<file path="src/rtl/issue_ctrl_if.sv">
`default_nettype none
// ============================================================================
// Module      : issue_ctrl_if
// Description : ID-stage fields, pipeline events and issue-control outputs
//               exchanged between the core pipeline and issue_ctrl.
// Revision    : 1.0 - initial release
// ============================================================================
interface issue_ctrl_if #(
  parameter int CNT_W = 32
) ();
  logic             id_valid;
  logic [6:0]       id_opcode;
  logic [4:0]       id_rd;
  logic [4:0]       id_rs1;
  logic [4:0]       id_rs2;
  logic             ex_redirect;
  logic             dmem_busy;
  logic             if_stall;
  logic             id_stall;
  logic             id_flush;
  logic             ex_bubble;
  logic             mem_wb_hold;
  logic [1:0]       fwd_a;
  logic [1:0]       fwd_b;
  logic [CNT_W-1:0] stall_cnt;

  // Pipeline side: supplies decoder fields and events, consumes controls
  modport master (
    output id_valid, id_opcode, id_rd, id_rs1, id_rs2, ex_redirect, dmem_busy,
    input  if_stall, id_stall, id_flush, ex_bubble, mem_wb_hold,
           fwd_a, fwd_b, stall_cnt
  );

  // Controller side
  modport slave (
    input  id_valid, id_opcode, id_rd, id_rs1, id_rs2, ex_redirect, dmem_busy,
    output if_stall, id_stall, id_flush, ex_bubble, mem_wb_hold,
           fwd_a, fwd_b, stall_cnt
  );
endinterface
`default_nettype wire

</file>
<file path="src/rtl/issue_ctrl.sv">
`default_nettype none
// ============================================================================
// Module      : issue_ctrl
// Description : Issue controller for a 5-stage RV32I pipeline. Tracks the
//               destination registers in flight, detects load-use hazards,
//               produces stall/flush/bubble controls, registered EX forward
//               selects and a stall-cycle counter. Freezes on dmem_busy.
// Revision    : 1.0 - initial release
// ============================================================================
module issue_ctrl #(
  parameter int FLUSH_CYCLES = 1,
  parameter int CNT_W        = 32
) (
  input  wire logic   clk,
  input  wire logic   reset,
  issue_ctrl_if.slave bus
);

  localparam logic [6:0]       c_OP_LOAD    = 7'b0000011;
  localparam logic [1:0]       c_FCNT_INIT  = 2'(FLUSH_CYCLES - 1);
  localparam logic [1:0]       c_FWD_RF     = 2'b00;
  localparam logic [1:0]       c_FWD_EXMEM  = 2'b01;
  localparam logic [1:0]       c_FWD_MEMWB  = 2'b10;
  localparam logic [CNT_W-1:0] c_CNT_ONE    = CNT_W'(1);

  typedef enum logic [1:0] {
    ST_RUN    = 2'd0,
    ST_FLUSH  = 2'd1,
    ST_FREEZE = 2'd2
  } state_t;

  // In-flight destination tag for the instruction in EX
  typedef struct packed {
    logic       v;
    logic [4:0] rd;
    logic       ld;
  } tag_t;

  state_t           r_state;
  logic [1:0]       r_fcnt;
  tag_t             r_ex_tag;
  // MEM only needs valid/rd: a load there is forwarded from MEM/WB like any
  // other result. WB-stage results reach ID through the write-through
  // regfile, so no WB tag has to be kept.
  logic             r_mem_v;
  logic [4:0]       r_mem_rd;
  logic [1:0]       r_fwd_a;
  logic [1:0]       r_fwd_b;
  logic [CNT_W-1:0] r_stall_cnt;

  logic w_lu;
  logic w_issue;
  logic w_if_stall;
  logic w_id_stall;
  logic w_id_flush;
  logic w_ex_bubble;
  logic w_mem_wb_hold;

  // Forward select for one source operand; EX match wins over MEM match
  function automatic logic [1:0] fwd_sel(input logic [4:0] rs, input tag_t ex,
                                         input logic mem_v, input logic [4:0] mem_rd);
    logic [1:0] sel;
    sel = c_FWD_RF;
    if (rs != 5'd0 && ex.v && !ex.ld && ex.rd == rs) begin
      sel = c_FWD_EXMEM;
    end else if (rs != 5'd0 && mem_v && mem_rd == rs) begin
      sel = c_FWD_MEMWB;
    end
    return sel;
  endfunction

  // Load in EX whose result is needed by the instruction in ID
  always_comb begin
    w_lu = bus.id_valid && r_ex_tag.v && r_ex_tag.ld &&
           ((bus.id_rs1 != 5'd0 && bus.id_rs1 == r_ex_tag.rd) ||
            (bus.id_rs2 != 5'd0 && bus.id_rs2 == r_ex_tag.rd));
  end

  // Control outputs by priority: reset > dmem_busy > redirect/FLUSH > load-use
  always_comb begin
    w_if_stall    = 1'b0;
    w_id_stall    = 1'b0;
    w_id_flush    = 1'b0;
    w_ex_bubble   = 1'b0;
    w_mem_wb_hold = 1'b0;
    if (reset) begin
      w_if_stall = 1'b0;
    end else if (bus.dmem_busy) begin
      w_if_stall    = 1'b1;
      w_id_stall    = 1'b1;
      w_mem_wb_hold = 1'b1;
    end else if (bus.ex_redirect || r_state == ST_FLUSH) begin
      w_id_flush  = 1'b1;
      w_ex_bubble = 1'b1;
    end else if (w_lu) begin
      w_if_stall  = 1'b1;
      w_id_stall  = 1'b1;
      w_ex_bubble = 1'b1;
    end
  end

  // The ID instruction moves into EX this cycle
  always_comb begin
    w_issue = bus.id_valid && !w_id_stall && !w_id_flush &&
              !bus.dmem_busy && !bus.ex_redirect;
  end

  // Redirect/freeze sequencing; the flush counter is kept untouched while
  // memory is busy so the remaining flush cycles resume afterwards
  always_ff @(posedge clk) begin
    if (reset) begin
      r_state <= ST_RUN;
      r_fcnt  <= 2'd0;
    end else begin
      case (r_state)
        ST_RUN: begin
          if (bus.dmem_busy) begin
            r_state <= ST_FREEZE;
          end else if (bus.ex_redirect) begin
            r_state <= ST_FLUSH;
            r_fcnt  <= c_FCNT_INIT;
          end
        end
        ST_FLUSH: begin
          if (!bus.dmem_busy) begin
            if (bus.ex_redirect) begin
              r_fcnt <= c_FCNT_INIT;
            end else if (r_fcnt == 2'd0) begin
              r_state <= ST_RUN;
            end else begin
              r_fcnt <= r_fcnt - 2'd1;
            end
          end
        end
        ST_FREEZE: begin
          if (!bus.dmem_busy) begin
            if (bus.ex_redirect) begin
              r_state <= ST_FLUSH;
              r_fcnt  <= c_FCNT_INIT;
            end else begin
              r_state <= ST_RUN;
            end
          end
        end
        default: begin
          r_state <= ST_RUN;
          r_fcnt  <= 2'd0;
        end
      endcase
    end
  end

  // Tag pipeline and forward selects advance together, frozen on dmem_busy
  always_ff @(posedge clk) begin
    if (reset) begin
      r_ex_tag <= '0;
      r_mem_v  <= 1'b0;
      r_mem_rd <= 5'd0;
      r_fwd_a  <= c_FWD_RF;
      r_fwd_b  <= c_FWD_RF;
    end else if (!bus.dmem_busy) begin
      r_mem_v  <= r_ex_tag.v;
      r_mem_rd <= r_ex_tag.rd;
      if (w_issue) begin
        r_ex_tag.v  <= (bus.id_rd != 5'd0);
        r_ex_tag.rd <= bus.id_rd;
        r_ex_tag.ld <= (bus.id_opcode == c_OP_LOAD);
        r_fwd_a     <= fwd_sel(bus.id_rs1, r_ex_tag, r_mem_v, r_mem_rd);
        r_fwd_b     <= fwd_sel(bus.id_rs2, r_ex_tag, r_mem_v, r_mem_rd);
      end else begin
        r_ex_tag <= '0;
        r_fwd_a  <= c_FWD_RF;
        r_fwd_b  <= c_FWD_RF;
      end
    end
  end

  // Count cycles in which the front end is held
  always_ff @(posedge clk) begin
    if (reset) begin
      r_stall_cnt <= '0;
    end else if (w_if_stall) begin
      r_stall_cnt <= r_stall_cnt + c_CNT_ONE;
    end
  end

  assign bus.if_stall    = w_if_stall;
  assign bus.id_stall    = w_id_stall;
  assign bus.id_flush    = w_id_flush;
  assign bus.ex_bubble   = w_ex_bubble;
  assign bus.mem_wb_hold = w_mem_wb_hold;
  assign bus.fwd_a       = r_fwd_a;
  assign bus.fwd_b       = r_fwd_b;
  assign bus.stall_cnt   = r_stall_cnt;

endmodule
`default_nettype wire

</file>
<file path="src/flat_wrapper.sv">
// flat-port wrapper written by rule: the top's interface ports become plain ports
module issue_ctrl_flat 
#(
  parameter int FLUSH_CYCLES = 1,
  parameter int CNT_W        = 32
)
  (clk, reset, bus_id_valid, bus_id_opcode, bus_id_rd, bus_id_rs1, bus_id_rs2, bus_ex_redirect, bus_dmem_busy, bus_if_stall, bus_id_stall, bus_id_flush, bus_ex_bubble, bus_mem_wb_hold, bus_fwd_a, bus_fwd_b, bus_stall_cnt);
  issue_ctrl_if #(.CNT_W(CNT_W)) bus_i ();
  input  wire logic clk;
  input  wire logic reset;
  input wire logic [$bits(bus_i.id_valid)-1:0] bus_id_valid;
  input wire logic [$bits(bus_i.id_opcode)-1:0] bus_id_opcode;
  input wire logic [$bits(bus_i.id_rd)-1:0] bus_id_rd;
  input wire logic [$bits(bus_i.id_rs1)-1:0] bus_id_rs1;
  input wire logic [$bits(bus_i.id_rs2)-1:0] bus_id_rs2;
  input wire logic [$bits(bus_i.ex_redirect)-1:0] bus_ex_redirect;
  input wire logic [$bits(bus_i.dmem_busy)-1:0] bus_dmem_busy;
  output wire logic [$bits(bus_i.if_stall)-1:0] bus_if_stall;
  output wire logic [$bits(bus_i.id_stall)-1:0] bus_id_stall;
  output wire logic [$bits(bus_i.id_flush)-1:0] bus_id_flush;
  output wire logic [$bits(bus_i.ex_bubble)-1:0] bus_ex_bubble;
  output wire logic [$bits(bus_i.mem_wb_hold)-1:0] bus_mem_wb_hold;
  output wire logic [$bits(bus_i.fwd_a)-1:0] bus_fwd_a;
  output wire logic [$bits(bus_i.fwd_b)-1:0] bus_fwd_b;
  output wire logic [$bits(bus_i.stall_cnt)-1:0] bus_stall_cnt;
  assign bus_i.id_valid = bus_id_valid;
  assign bus_i.id_opcode = bus_id_opcode;
  assign bus_i.id_rd = bus_id_rd;
  assign bus_i.id_rs1 = bus_id_rs1;
  assign bus_i.id_rs2 = bus_id_rs2;
  assign bus_i.ex_redirect = bus_ex_redirect;
  assign bus_i.dmem_busy = bus_dmem_busy;
  assign bus_if_stall = bus_i.if_stall;
  assign bus_id_stall = bus_i.id_stall;
  assign bus_id_flush = bus_i.id_flush;
  assign bus_ex_bubble = bus_i.ex_bubble;
  assign bus_mem_wb_hold = bus_i.mem_wb_hold;
  assign bus_fwd_a = bus_i.fwd_a;
  assign bus_fwd_b = bus_i.fwd_b;
  assign bus_stall_cnt = bus_i.stall_cnt;
  issue_ctrl #(.FLUSH_CYCLES(FLUSH_CYCLES), .CNT_W(CNT_W)) u_core (.clk(clk), .reset(reset), .bus(bus_i));
endmodule
</file>
<file path="config.mk">
export PLATFORM = sky130hd
export DESIGN_NAME = issue_ctrl_flat
export DESIGN_NICKNAME = d
export VERILOG_FILES = /design/src/rtl/issue_ctrl_if.sv /design/src/rtl/issue_ctrl.sv /design/src/flat_wrapper.sv
export SDC_FILE = /design/constraint.sdc
export NUM_CORES = 1
export LEC_CHECK = 0
export CORE_ASPECT_RATIO = 0.6
export CORE_UTILIZATION = 49
export CTS_CLUSTER_DIAMETER = 200
export DETAILED_ROUTE_END_ITERATION = 10
export PLACE_DENSITY = 0.8
export SLEW_MARGIN = 20
export SYNTH_ARGS = -nofsm -noshare
export SYNTH_HDL_FRONTEND = slang
export SYNTH_SLANG_ARGS = --single-unit
</file>
<file path="constraint.sdc">
create_clock -name clk -period 2.9 [get_ports clk]
set_clock_uncertainty 0.1 [all_clocks]
set_input_delay 0.435 -clock clk [delete_from_list [all_inputs] [get_ports clk]]
set_output_delay 0.435 -clock clk [all_outputs]
set_load 0.01 [all_outputs]
</file>
### Yosys cells after proc, flatten, opt, wreduce, memory -nomap -nowiden

Index checks and enable logic that the tools add are counted.

| storage, ports and cells | value |
|---|---|
| register bits after elaboration | 53 |
| input port bits | 27 |
| output and inout bits | 41 |
| logic and storage cells | 96 |

| cells by class | value |
|---|---|
| $add $sub $neg | 2 |
| equality and inequality tests | 17 |
| multiplexer cells | 33 |
| reduce and logical (&&, ||, !) cells | 34 |

Operators by type and width:

| kind | count |
|---|---|
| 2-to-1 mux 2 bit | 17 |
| adder 32 x 1 -> 32 bit, second input constant | 1 |
| equality test 5 bit | 6 |
| logical AND 1 bit | 19 |
| nonzero test 5 bit | 3 |
| 2-to-1 mux 1 bit | 13 |
| inequality test 2 bit, second input constant | 5 |
| equality test 7 x 2 -> 1 bit, second input constant | 1 |
| 2-to-1 mux 7 bit | 1 |
| inequality test 3 bit, second input constant | 2 |
| case mux 2 bit (3 select lines) | 1 |
| zero test 1 bit | 5 |
| AND reduction 5 bit | 1 |
| zero test 2 bit | 2 |
| case mux 2 bit (2 select lines) | 1 |
| AND reduction 4 bit | 1 |
| equality test 2 x 1 -> 1 bit, second input constant | 1 |
| equality test 2 bit, second input constant | 1 |
| logical OR 1 bit | 2 |
| inequality test 2 x 1 -> 1 bit, second input constant | 1 |
| OR reduction 2 bit | 1 |
| subtractor 2 x 1 -> 2 bit, second input constant | 1 |

### Longest topological paths before layout

| depth | value |
|---|---|
| depth after elaboration | 14 |
| gate-level depth with buffers | 8 |
| depth with buffers taken out | 8 |

### Worst setup path after synthesis

Ideal clock, no wire load.

| timing | value |
|---|---|
| path kind | input -> output |
| start | input port bus_id_rs1[0] |
| end | output port bus_if_stall |
| arrival time | 1.996 ns |
| data required time | 2.365 ns |
| slack | 0.369 ns |
| stages | 7 |
| path buffers | 1 |
| cell sequence | or4_1 > nor2_1 > or3_1 > a21oi_1 > a21oi_1 > nor2_1 > buf_4 |

| on the way | value |
|---|---|
| word-level cells in the longest chain between the ends | 8 |
| elaborated cells on any way between the ends | 9 |
| those cells by class | 1 x eq/ne; 4 x mux; 4 x reduce/logical |

RTL lines:

| item | line | text |
|---|---|---|
| from (decl) | flat_wrapper.sv:14 | `input wire logic [$bits(bus_i.id_rs1)-1:0] bus_id_rs1;` |
| equality test 5 bit / nonzero test 5 bit (equally long branches) | issue_ctrl.sv:75 | `((bus.id_rs1 != 5'd0 && bus.id_rs1 == r_ex_tag.rd) \|\|` |
| logical AND 1 bit (*) | issue_ctrl.sv:75 |  |
| logical OR 1 bit (*) | issue_ctrl.sv:75 |  |
| logical AND 1 bit (*) | issue_ctrl.sv:74 | `w_lu = bus.id_valid && r_ex_tag.v && r_ex_tag.ld &&` |
| 2-to-1 mux 1 bit (*) (4 in series) | -- |  |
| to (decl) | flat_wrapper.sv:18 | `output wire logic [$bits(bus_i.if_stall)-1:0] bus_if_stall;` |

Mark *: on every way between the ends. The rest lies on a longest branch, timed or not.

### Worst setup path in the final report

| timing | value |
|---|---|
| start | input port bus_id_rs2[3] |
| end | output port bus_if_stall |

| on the way | value |
|---|---|
| word-level cells in the longest chain between the ends | 8 |
| elaborated cells on any way between the ends | 9 |
| those cells by class | 1 x eq/ne; 4 x mux; 4 x reduce/logical |

RTL lines:

| item | line | text |
|---|---|---|
| from (decl) | flat_wrapper.sv:15 | `input wire logic [$bits(bus_i.id_rs2)-1:0] bus_id_rs2;` |
| equality test 5 bit / nonzero test 5 bit (equally long branches) | issue_ctrl.sv:76 | `(bus.id_rs2 != 5'd0 && bus.id_rs2 == r_ex_tag.rd));` |
| logical AND 1 bit (*) | issue_ctrl.sv:76 |  |
| logical OR 1 bit (*) | issue_ctrl.sv:75 |  |
| logical AND 1 bit (*) | issue_ctrl.sv:74 |  |
| 2-to-1 mux 1 bit (*) | issue_ctrl.sv:95 | `end else if (w_lu) begin` |
| 2-to-1 mux 1 bit (*) | issue_ctrl.sv:92 | `end else if (bus.ex_redirect \|\| r_state == ST_FLUSH) begin` |
| 2-to-1 mux 1 bit (*) | issue_ctrl.sv:88 | `end else if (bus.dmem_busy) begin` |
| 2-to-1 mux 1 bit (*) | issue_ctrl.sv:86 | `if (reset) begin` |

Marks and branches as above.

==> impl_results.md <==
- Layout area overhead: 39.0%
- Pins over their slew limit: 0
- Overall routed net length: 7.02 mm
- DRT Pass-1 Iters: 6
- Worst-Margin Slew: 585 ps
- TritonCTS clock tree: yes
- Final Wtd Congestion: 0.868
- Vias post-DR: 2567
- Most frequent cells in the layout: 57 x clkdlybuf4s50_1, 53 x dfxtp_1, 49 x nor2_1
- Post-synth EDFFs: 0
- Worst slack, placed: -424 ps
- Initial Util: 0.524
- Layout Nets: 430
- Worst-path clk slew: 90 ps
- Num ports: 68
- Hold Buf Count CTS: 0
- Reported max-cap violation count: 0
- Commonest non-fill, non-tap cell in the layout: clkdlybuf4s50_1
- Die W: 98.5 µm
- Syn Area/Cell: 8.78 µm²
- Fillers: 376
- Crit path buf inv count: 2
- Sink Count: 53
- Synth area leaders: dfxtp_1 39%, xnor2_1 13%, nor2_1 7.0%
- M1 WL: 3.55 mm
- Post-route core utilization: 0.728
- Final worst slack: 35.9 ps
- Final setup fails: 0
- Hold crit path type: register to register
- Post-synthesis net count: 341
- Routed wire length on met3: 389 µm
- Die height: 59.9 µm
- Critical path class: primary input to output pin
- Fmax: 349 MHz
- Delay-heaviest family, CP: simple AND/OR/NAND/NOR gates
- Synth area leader: dfxtp_1
- Root buffer cell: clkbuf_8
- Worst-skew pair later-pin latency: 310 ps
- Crit Path Max Fanout: 3
- Initial antenna violation count: 0
- GRT Overall Usage: 0.248
- Seq/Total Area, Yosys: 0.387
- Rel. slew slack: 0.609
- DIE AREA: 0.00590 mm²
- Post-synth cell types: 43
- ANT cells: 0
- Detail-routed via count per cell: 5.50
- Worst VDD drop: 0.192 mV
- Postcts setup bufs: 0
- Detailed-route DRC error count: 0
- Mapped Area: 0.00274 mm²
- Core box area: 0.00523 mm²
- Max stage delay on crit path: 540 ps
- Ys Warns: 0
- Global-route wire length before repair: 11.3 mm
- Post-Layout Cell Count: 467
- Pwr Density: 345 mW/mm²
- Vias in the first global route: 2370
- Total congestion overflow: 0
- WP data required: 2370 ps
- IO buf count: 67
- Critical Path Start Type: primary input
- Min Tclk post-route: 2860 ps
- 1st-iter DRT viols: 164
- Placed Cells: 460
- Ys async rst share: 0
- Run status: finished clean
- Final worst-path cycle share: 0.988
- Slowest-stage cell, CP: or4_4
- DR WL/cell: 15.0 µm
- Share of the synthesized area in the top cell type: 0.387
- Pleak: 1.32 nW
- Share of cells above drive strength 1: 0.155
- Most used DFF post-synth: dfxtp_1
- Crit end category: output pin
- Bufs on Longest Clock Path: 2
- WL met2: 3.01 mm
- Worst hold slack: 370 ps
- Yosys reg bits: 53
- Arrival time at the worst endpoint: 2330 ps
- Crit-path cells: clkdlybuf4s50_1, or4_4, nor2_4, or3_4, a21oi_4, a21oi_2, nor2_2, clkdlybuf4s15_2
- Rows: 20
- Pin count of the biggest net entering global routing: 35
- Num CTS Buffers: 5
- Post-Synthesis Cells: 312
- Final hold viol count: 0
- Top sig layer: met4
- # H-tree levels: 2
- Routed Antenna Nets: 0
- Dpl hpwl: 5.12 mm
[flip-flops by register name, indices dropped and copies added (netlist names)]
register,flops
u_core.bus.fwd_b,2
u_core.r_fcnt,2
u_core.bus.stall_cnt,32
u_core.r_state,2
u_core.r_mem_rd,5
u_core.r_ex_tag,7
u_core.r_mem_v,1
u_core.bus.fwd_a,2
[metal layers]
metal	vias to the layer above	global-route usage
met5	-	0
met4	0	0.0554
met3	9	0.0561
met2	79	0.399
met1	1218	0.343
li1	1261	-
[synth_stat cells, types with 2 or more instances]
cell type	n
a211oi_1	8
nor2b_1	4
a211oi_2	2
buf_4	2
mux2i_1	7
a21oi_1	15
nor3_1	6
nand3_1	14
and4_1	3
a211o_1	2
a22o_1	7
buf_1	3
o21ai_0	3
o31ai_1	2
nor4_1	2
and3_1	2
inv_1	11
xor2_1	8
clkbuf_1	9
nand4_1	5
nor2_1	51
or3_1	3
or4_1	4
a2111oi_2	5
nand2b_1	3
xnor2_1	41
dfxtp_1	53
nand2_1	21
ha_1	2
[worst register-to-register path, delay by kind of cell (launching register included)]
family                    cells  cell delay [ps]
xor gates and xnor gates      2              330
AOI/OAI and AO/OA             2              760
DFF                           1              440
and+or+nand+nor               3              570
buffers and inverters         2              310
[path summary, 6_finish.rpt]
| kind | start | end | slack (ps) | cells past startpoint |
|---|---|---|---|---|
| max reg2reg | u_core.r_ex_tag[1] | u_core.bus.stall_cnt[10] | 270 | 9 |
| min reg2reg | u_core.bus.fwd_b[1] | u_core.bus.fwd_b[1] | 370 | 2 |
| min | u_core.bus.fwd_b[1] | u_core.bus.fwd_b[1] | 370 | 2 |
| max | bus_id_rs2[3] | bus_if_stall | 40 | 8 |
[stage by stage]
| stage | power, mW | TNS, ps | cell area, µm² |
|---|---|---|---|
| floorplan | 0.818 | 0 | 2740 |
| global placement | 0.899 | -1950 | 3660 |
| detailed placement | 0.902 | -2550 | 3660 |
| CTS | 1.32 | 0 | 3780 |
| global route | 1.37 | -29.8 | 3810 |
| finish | 1.32 | 0 | 3810 |
[power by group]
part / total, mW / switching (mW) / internal (mW)
Clock: 0.426 / 0.237 / 0.189
Combinational: 0.146 / 0.0678 / 0.0786
Sequential: 0.743 / 0.00876 / 0.734
[cell families after synthesis]
kind of cell,count (synthesis),share of synthesized area
DFF,53,0.387
muxes,8,0.0297
AOI/OAI and AO/OA,50,0.150
xor gates and xnor gates,49,0.157
adders and majority gates,2,0.00914
and+or+nand+nor,123,0.224
buffers and inverters,27,0.0429
[final cells by class]
| cell class | instances | area [µm²] | share of cell area |
|---|---|---|---|
| clock inverters | 1 | 7.51 | 0.00197 |
| well taps | 66 | 82.6 | 0.0217 |
| inverters | 11 | 41.3 | 0.0108 |
| clock buffers | 6 | 82.6 | 0.0217 |
| multi-input cells | 232 | 1610 | 0.423 |
| repair buffers | 98 | 923 | 0.243 |
| flip-flops and latches | 53 | 1060 | 0.279 |
[what timing repair did]
item | 4_1_cts | 5_1_grt
pin swaps | 2 | 4
endpoints found under the setup margin | 3 | 6
resized for setup | 17 | 10
Power figures use the tool's default switching activity.
